<file path="src/rtl/oam_dma.sv">
`default_nettype none
// ============================================================================
//  Module   : oam_dma
//  Purpose  : Sprite-attribute (OAM) DMA engine with CPU bus arbitration.
//             A CPU write to the DMA register at 0xFF46 starts a transfer.
//             The transfer copies DMA_LEN bytes from {src_hi, 8'h00} upward
//             into OAM indices 0..DMA_LEN-1, one byte per M-cycle (4 clocks).
//             While the copy owns the main bus, CPU accesses below 0xFF00
//             are blocked: writes are dropped and reads return 0xFF.
//             CPU accesses in the high region 0xFF00-0xFFFF (except 0xFF46)
//             always pass through to the io_* port.
//
//  Ports    : clk, reset        clock, synchronous active-high reset
//             cpu_*             CPU-side bus (address/enable/write/data)
//             bus_*             main bus, 0x0000-0xFEFF region
//             io_*              high region, 0xFF00-0xFFFF
//             oam_*             OAM write port (index, strobe, data)
//             dma_active        high while the DMA owns the main bus
//
//  Revision : 1.0  initial release
// ============================================================================
module oam_dma #(
  parameter int DMA_LEN = 160
) (
  input  logic        clk,
  input  logic        reset,
  input  logic [15:0] cpu_addr,
  input  logic        cpu_enable,
  input  logic        cpu_write,
  input  logic [7:0]  cpu_data_out,
  output logic [7:0]  cpu_data_in,
  output logic [15:0] bus_addr,
  output logic        bus_enable,
  output logic        bus_write,
  output logic [7:0]  bus_data_out,
  input  logic [7:0]  bus_data_in,
  output logic [15:0] io_addr,
  output logic        io_enable,
  output logic        io_write,
  output logic [7:0]  io_data_out,
  input  logic [7:0]  io_data_in,
  output logic [7:0]  oam_addr,
  output logic        oam_write,
  output logic [7:0]  oam_data,
  output logic        dma_active
);

  localparam logic [15:0] DMA_REG_ADDR = 16'hFF46;
  localparam logic [15:0] IO_BASE      = 16'hFF00;
  localparam logic [7:0]  LAST_IDX     = 8'(DMA_LEN - 1);

  typedef enum logic [1:0] {
    ST_IDLE   = 2'd0,
    ST_START  = 2'd1,
    ST_ACTIVE = 2'd2
  } state_t;

  state_t     state;
  logic [1:0] tcnt;     // T-cycle phase, in lock-step with the CPU
  logic [7:0] idx;      // byte index within the current transfer
  logic [7:0] src_hi;   // source page, echo-RAM folded
  logic [7:0] dma_reg;  // value last written to 0xFF46, unfolded

  logic t3;
  logic is_dma_reg;
  logic is_high;
  logic dma_reg_wr;
  logic active;

  assign t3         = (tcnt == 2'd3);
  assign is_dma_reg = (cpu_addr == DMA_REG_ADDR);
  assign is_high    = (cpu_addr >= IO_BASE);
  assign dma_reg_wr = cpu_enable && cpu_write && is_dma_reg;

  // Gated by reset so that the bus is released in the very cycle reset
  // is raised, not one edge later.
  assign active     = (state == ST_ACTIVE) && !reset;
  assign dma_active = active;

  // Pages 0xE0-0xFF mirror 0xC0-0xDF (echo RAM).
  function automatic logic [7:0] fold_src(input logic [7:0] v);
    return (v >= 8'hE0) ? (v & 8'hDF) : v;
  endfunction

  // --------------------------------------------------------------------------
  // Phase counter and transfer FSM. All state changes happen at the end of
  // T3. A write to 0xFF46 wins over the normal progression in any state, so a
  // rewrite mid-transfer restarts cleanly from byte 0 of the new page.
  // --------------------------------------------------------------------------
  always_ff @(posedge clk) begin
    if (reset) begin
      tcnt    <= 2'd0;
      state   <= ST_IDLE;
      idx     <= 8'd0;
      src_hi  <= 8'd0;
      dma_reg <= 8'd0;
    end else begin
      tcnt <= tcnt + 2'd1;
      if (t3) begin
        if (dma_reg_wr) begin
          dma_reg <= cpu_data_out;
          src_hi  <= fold_src(cpu_data_out);
          idx     <= 8'd0;
          state   <= ST_START;
        end else begin
          case (state)
            ST_START: begin
              // One M-cycle of setup during which the CPU still owns the bus.
              idx   <= 8'd0;
              state <= ST_ACTIVE;
            end
            ST_ACTIVE: begin
              if (idx == LAST_IDX) begin
                idx   <= 8'd0;
                state <= ST_IDLE;
              end else begin
                idx <= idx + 8'd1;
              end
            end
            default: begin
              state <= ST_IDLE;
            end
          endcase
        end
      end
    end
  end

  // --------------------------------------------------------------------------
  // High-region routing. 0xFF46 is serviced locally and never reaches io_*.
  // --------------------------------------------------------------------------
  always_comb begin
    io_addr     = 16'h0000;
    io_enable   = 1'b0;
    io_write    = 1'b0;
    io_data_out = 8'h00;
    if (!reset && cpu_enable && is_high && !is_dma_reg) begin
      io_addr     = cpu_addr;
      io_enable   = 1'b1;
      io_write    = cpu_write;
      io_data_out = cpu_data_out;
    end
  end

  // --------------------------------------------------------------------------
  // Main bus ownership. During a transfer the source address is held for the
  // whole M-cycle; otherwise low-region CPU accesses pass straight through.
  // --------------------------------------------------------------------------
  always_comb begin
    bus_addr     = 16'h0000;
    bus_enable   = 1'b0;
    bus_write    = 1'b0;
    bus_data_out = 8'h00;
    if (active) begin
      bus_addr   = {src_hi, idx};
      bus_enable = 1'b1;
    end else if (!reset && cpu_enable && !is_high) begin
      bus_addr     = cpu_addr;
      bus_enable   = 1'b1;
      bus_write    = cpu_write;
      bus_data_out = cpu_data_out;
    end
  end

  // --------------------------------------------------------------------------
  // OAM write: the source byte has had three T-cycles to settle, so it is
  // captured from the bus in T3.
  // --------------------------------------------------------------------------
  always_comb begin
    oam_write = 1'b0;
    oam_addr  = 8'h00;
    oam_data  = 8'h00;
    if (active && t3) begin
      oam_write = 1'b1;
      oam_addr  = idx;
      oam_data  = bus_data_in;
    end
  end

  // --------------------------------------------------------------------------
  // CPU read-data mux.
  // --------------------------------------------------------------------------
  always_comb begin
    if (is_dma_reg) begin
      cpu_data_in = dma_reg;
    end else if (is_high) begin
      cpu_data_in = io_data_in;
    end else if (active) begin
      cpu_data_in = 8'hFF;
    end else begin
      cpu_data_in = bus_data_in;
    end
  end

endmodule
`default_nettype wire

</file>
<file path="config.mk">
export PLATFORM = sky130hd
export DESIGN_NAME = oam_dma
export DESIGN_NICKNAME = d
export VERILOG_FILES = /design/src/rtl/oam_dma.sv
export SDC_FILE = /design/constraint.sdc
export NUM_CORES = 1
export LEC_CHECK = 0
export CELL_PAD_IN_SITES_DETAIL_PLACEMENT = 0
export CELL_PAD_IN_SITES_GLOBAL_PLACEMENT = 2
export CORE_UTILIZATION = 18
export DETAILED_ROUTE_END_ITERATION = 12
export PLACE_DENSITY_LB_ADDON = 0.1
export SLEW_MARGIN = 10
export SYNTH_ARGS = -nofsm -noshare
export SYNTH_HDL_FRONTEND = slang
export SYNTH_SLANG_ARGS = --single-unit
</file>
<file path="constraint.sdc">
create_clock -name clk -period 2.7 [get_ports clk]
set_clock_uncertainty 0.15 [all_clocks]
set_input_delay 0.54 -clock clk [delete_from_list [all_inputs] [get_ports clk]]
set_output_delay 0.54 -clock clk [all_outputs]
set_load 0.02 [all_outputs]
</file>
==> metrics <==
Detailed Routing Iterations Pass 1 4; Routed WL per cell 14.52 um; H-tree depth 1; vias in the first global route 2,187; multi-input combinational cell area 1275 um2; Peak supply drop 0.1124 mV; element type at the critical path end output pin; min Tclk post-route 2.650 ns; hold path cells 1; Core Region 9729 um2; fin. max-slew vios 0; Post-Syn Area 1805 um2; final worst slack 0.05025 ns; reg2reg start idx[0]$_SDFFE_PP0P_; Syn Area/Cell 7.650 um2; TNS Setup 0 ns; status completed; worst-path maximum fanout 5; post-route ant nets 0; IO buf count 121; FP Rows 36; top flop regs idx (8), src_hi (8); Final Power 809.5 uW; Fillers 1,103; Initial Utilization 0.1856; Final Cycle Share 0.9814; crit path max-delay cell type dlygate4sd2_1; Max-cap violations 0; CP max stage delay 0.25 ns; Placer Congestion 0.7322; Starting DRT DRC Count 80; RSZ-0062 raised after global routing false; Top cell by count, worst path buf_4; Leakage 0.001491 uW; DR DRC count 0; gr ovfl total 0; Layout area overhead 83.44%; share of post-route cells with drive strength above 1 0.3655; Vias 2,225; pre-CTS WS -0.6271 ns; Inst Count DP 504; fin nets 430; setup violators final 0; Routed WL 7.490 mm; R2R Setup Slk 0.79 ns; Num CTS Buffers 3; Setup CP Type primary input to output pin; Die W 102.2 um; die height 102.2 um; Post-synth EDFFs 0; Synth cell types 42; WP data arrival 1.96 ns; Post-CTS Hold Fix Bufs 0; Clock Path Buffers 2; commonest non-fill, non-tap cell in the layout buf_4; worst hold margin 0.2784 ns; register area share after synthesis 0.2328; IO Count 122; most frequent cells in the layout buf_4 (51), and2_1 (42), nand2_1 (39); worst-margin pin slew 0.4214 ns; worst r2r dst idx[0]$_SDFFE_PP0P_; Slew headroom 0.7191; post-route insts no fill 516; predominant post-synthesis flop cell dfxtp_1; first-pass GRT wire length 11.81 mm; Die ar. 10,430 um2; Tot GR Track Use 0.1466; TritonCTS clock tree done; crit path cell chain dlygate4sd2_1 -> and4_4 -> and2_4 -> nor4b_4 -> buf_4 -> buf_6 -> a22o_1 -> buf_4; area taken by flip-flops and latches 420.4 um2; worst reg2reg path depth 5; Fmax 377.4 MHz; asr flop ratio synth 0; Worst Hold Class flop to flop; Power Dens Cells 244.4 nW/um2; Reg clk slew, reported paths 0.09 ns; Post-Syn Nets 282; startpoint types primary input; Hold Crit Endpoint tcnt[0]$_SDFF_PP0_; largest net degree at the start of global routing 20; hold path startpoint tcnt[0]$_SDFF_PP0_; YS warnings 0; Req. time, crit path 2.01 ns; Hold Vio Cnt, Final 0; vias per cell 4.312; DP Wirelength 6.015 mm; Clock Latency Late Sink 0.27 ns; clock sinks 21; CTS root buf clkbuf_8; post-synthesis register bit count 21; Mapped Cells 236; initial antenna violation count 0; # diodes 0
## cell families (layout without fill, tap and decap cells)
| kind of cell | Yosys count | in the layout | synth area share |
|---|---|---|---|
| AO/OA/AOI/OAI | 54 | 54 | 0.2051 |
| XOR/XNOR | 2 | 2 | 0.009704 |
| adder cells (fa/ha/maj) | 2 | 2 | 0.01386 |
| buffers and inverters | 24 | 171 | 0.06861 |
| flip-flops | 21 | 21 | 0.2328 |
| multiplexers | 1 | 1 | 0.006237 |
| AND/OR/NAND/NOR | 132 | 132 | 0.4636 |
## area by class of cell
type	count	share of cell area
Inverter	5	0.005667
Timing Repair Buffer	162	0.4182
Clock inverter	1	0.001511
Clock buffer	3	0.01247
Sequential cell	21	0.1269
Multi-Input combinational cell	191	0.3850
Tap cell	133	0.05025
## synth_stat cells, types with 2 or more instances
master | n | area share
inv_1 | 5 | 0.010
ha_1 | 2 | 0.014
nand2_1 | 39 | 0.081
a21oi_2 | 2 | 0.0097
and4_1 | 2 | 0.0097
a31oi_1 | 13 | 0.045
nor2b_1 | 2 | 0.0069
nor4b_1 | 8 | 0.039
buf_6 | 3 | 0.019
o21ai_0 | 2 | 0.0055
nand3_1 | 3 | 0.0083
clkbuf_1 | 9 | 0.019
a21oi_1 | 15 | 0.042
and3_1 | 2 | 0.0069
nand3b_1 | 3 | 0.012
nor4b_4 | 3 | 0.040
dfxtp_1 | 21 | 0.23
and2_4 | 2 | 0.0097
nor3_1 | 8 | 0.022
and4_4 | 2 | 0.012
buf_2 | 6 | 0.017
and2_1 | 43 | 0.15
nor2_1 | 5 | 0.010
a22o_1 | 17 | 0.082
nand4_1 | 2 | 0.0069
## worst max-delay path by stage
stage                             from              to  slack, ns
after floorplan            cpu_addr[6]     io_addr[10]       0.11
after global placement    cpu_addr[12]    bus_addr[14]      -0.62
after detailed placement  cpu_addr[12]    bus_addr[13]      -0.63
after CTS                 cpu_addr[12]     bus_addr[2]    -0.0007
after global routing      cpu_addr[14]  io_data_out[7]    0.00006
final                     cpu_addr[15]    bus_addr[13]       0.05
## metal layers
| metal | part of all wire | track usage | vias to the layer above |
|---|---|---|---|
| li1 | - | - | 1143 |
| met1 | 0.49 | 0.2036 | 997 |
| met2 | 0.45 | 0.2401 | 81 |
| met3 | 0.055 | 0.02394 | 4 |
| met4 | 0.0059 | 0.02637 | 0 |
| met5 | 0 | 0 | - |
## critical path, delay by kind of cell
family,cells,cell delay [ns]
simple gates,3,0.57
compound gates,1,0.14
buf+inv,4,0.72
## report_power, final
| group | internal [uW] | leakage (uW) | switching (uW) | total [uW] |
|---|---|---|---|---|
| clock network | 103 | 0.0000255 | 111 | 214 |
| logic | 147 | 0.00130 | 133 | 280 |
| registers | 314 | 0.000170 | 1.79 | 315 |
## stage by stage
stage | instance area (um2) | util
2_1_floorplan | 1805 | -
3_3_place_gp | 3391 | 0.3485
3_5_place_dp | 3391 | 0.3485
4_1_cts | 3308 | 0.3400
5_1_grt | 3312 | 0.3404
6_report | 3312 | 0.3404
## what timing repair did
item | in CTS | in global routing
setup endpoints to repair | 78 | 66
resized for setup | 318 | 37
buffers inserted | 6 | 0
pin swaps | 7 | 9
gates cloned | 3 | 0
Note: power is estimated with default switching activity, not from simulation.
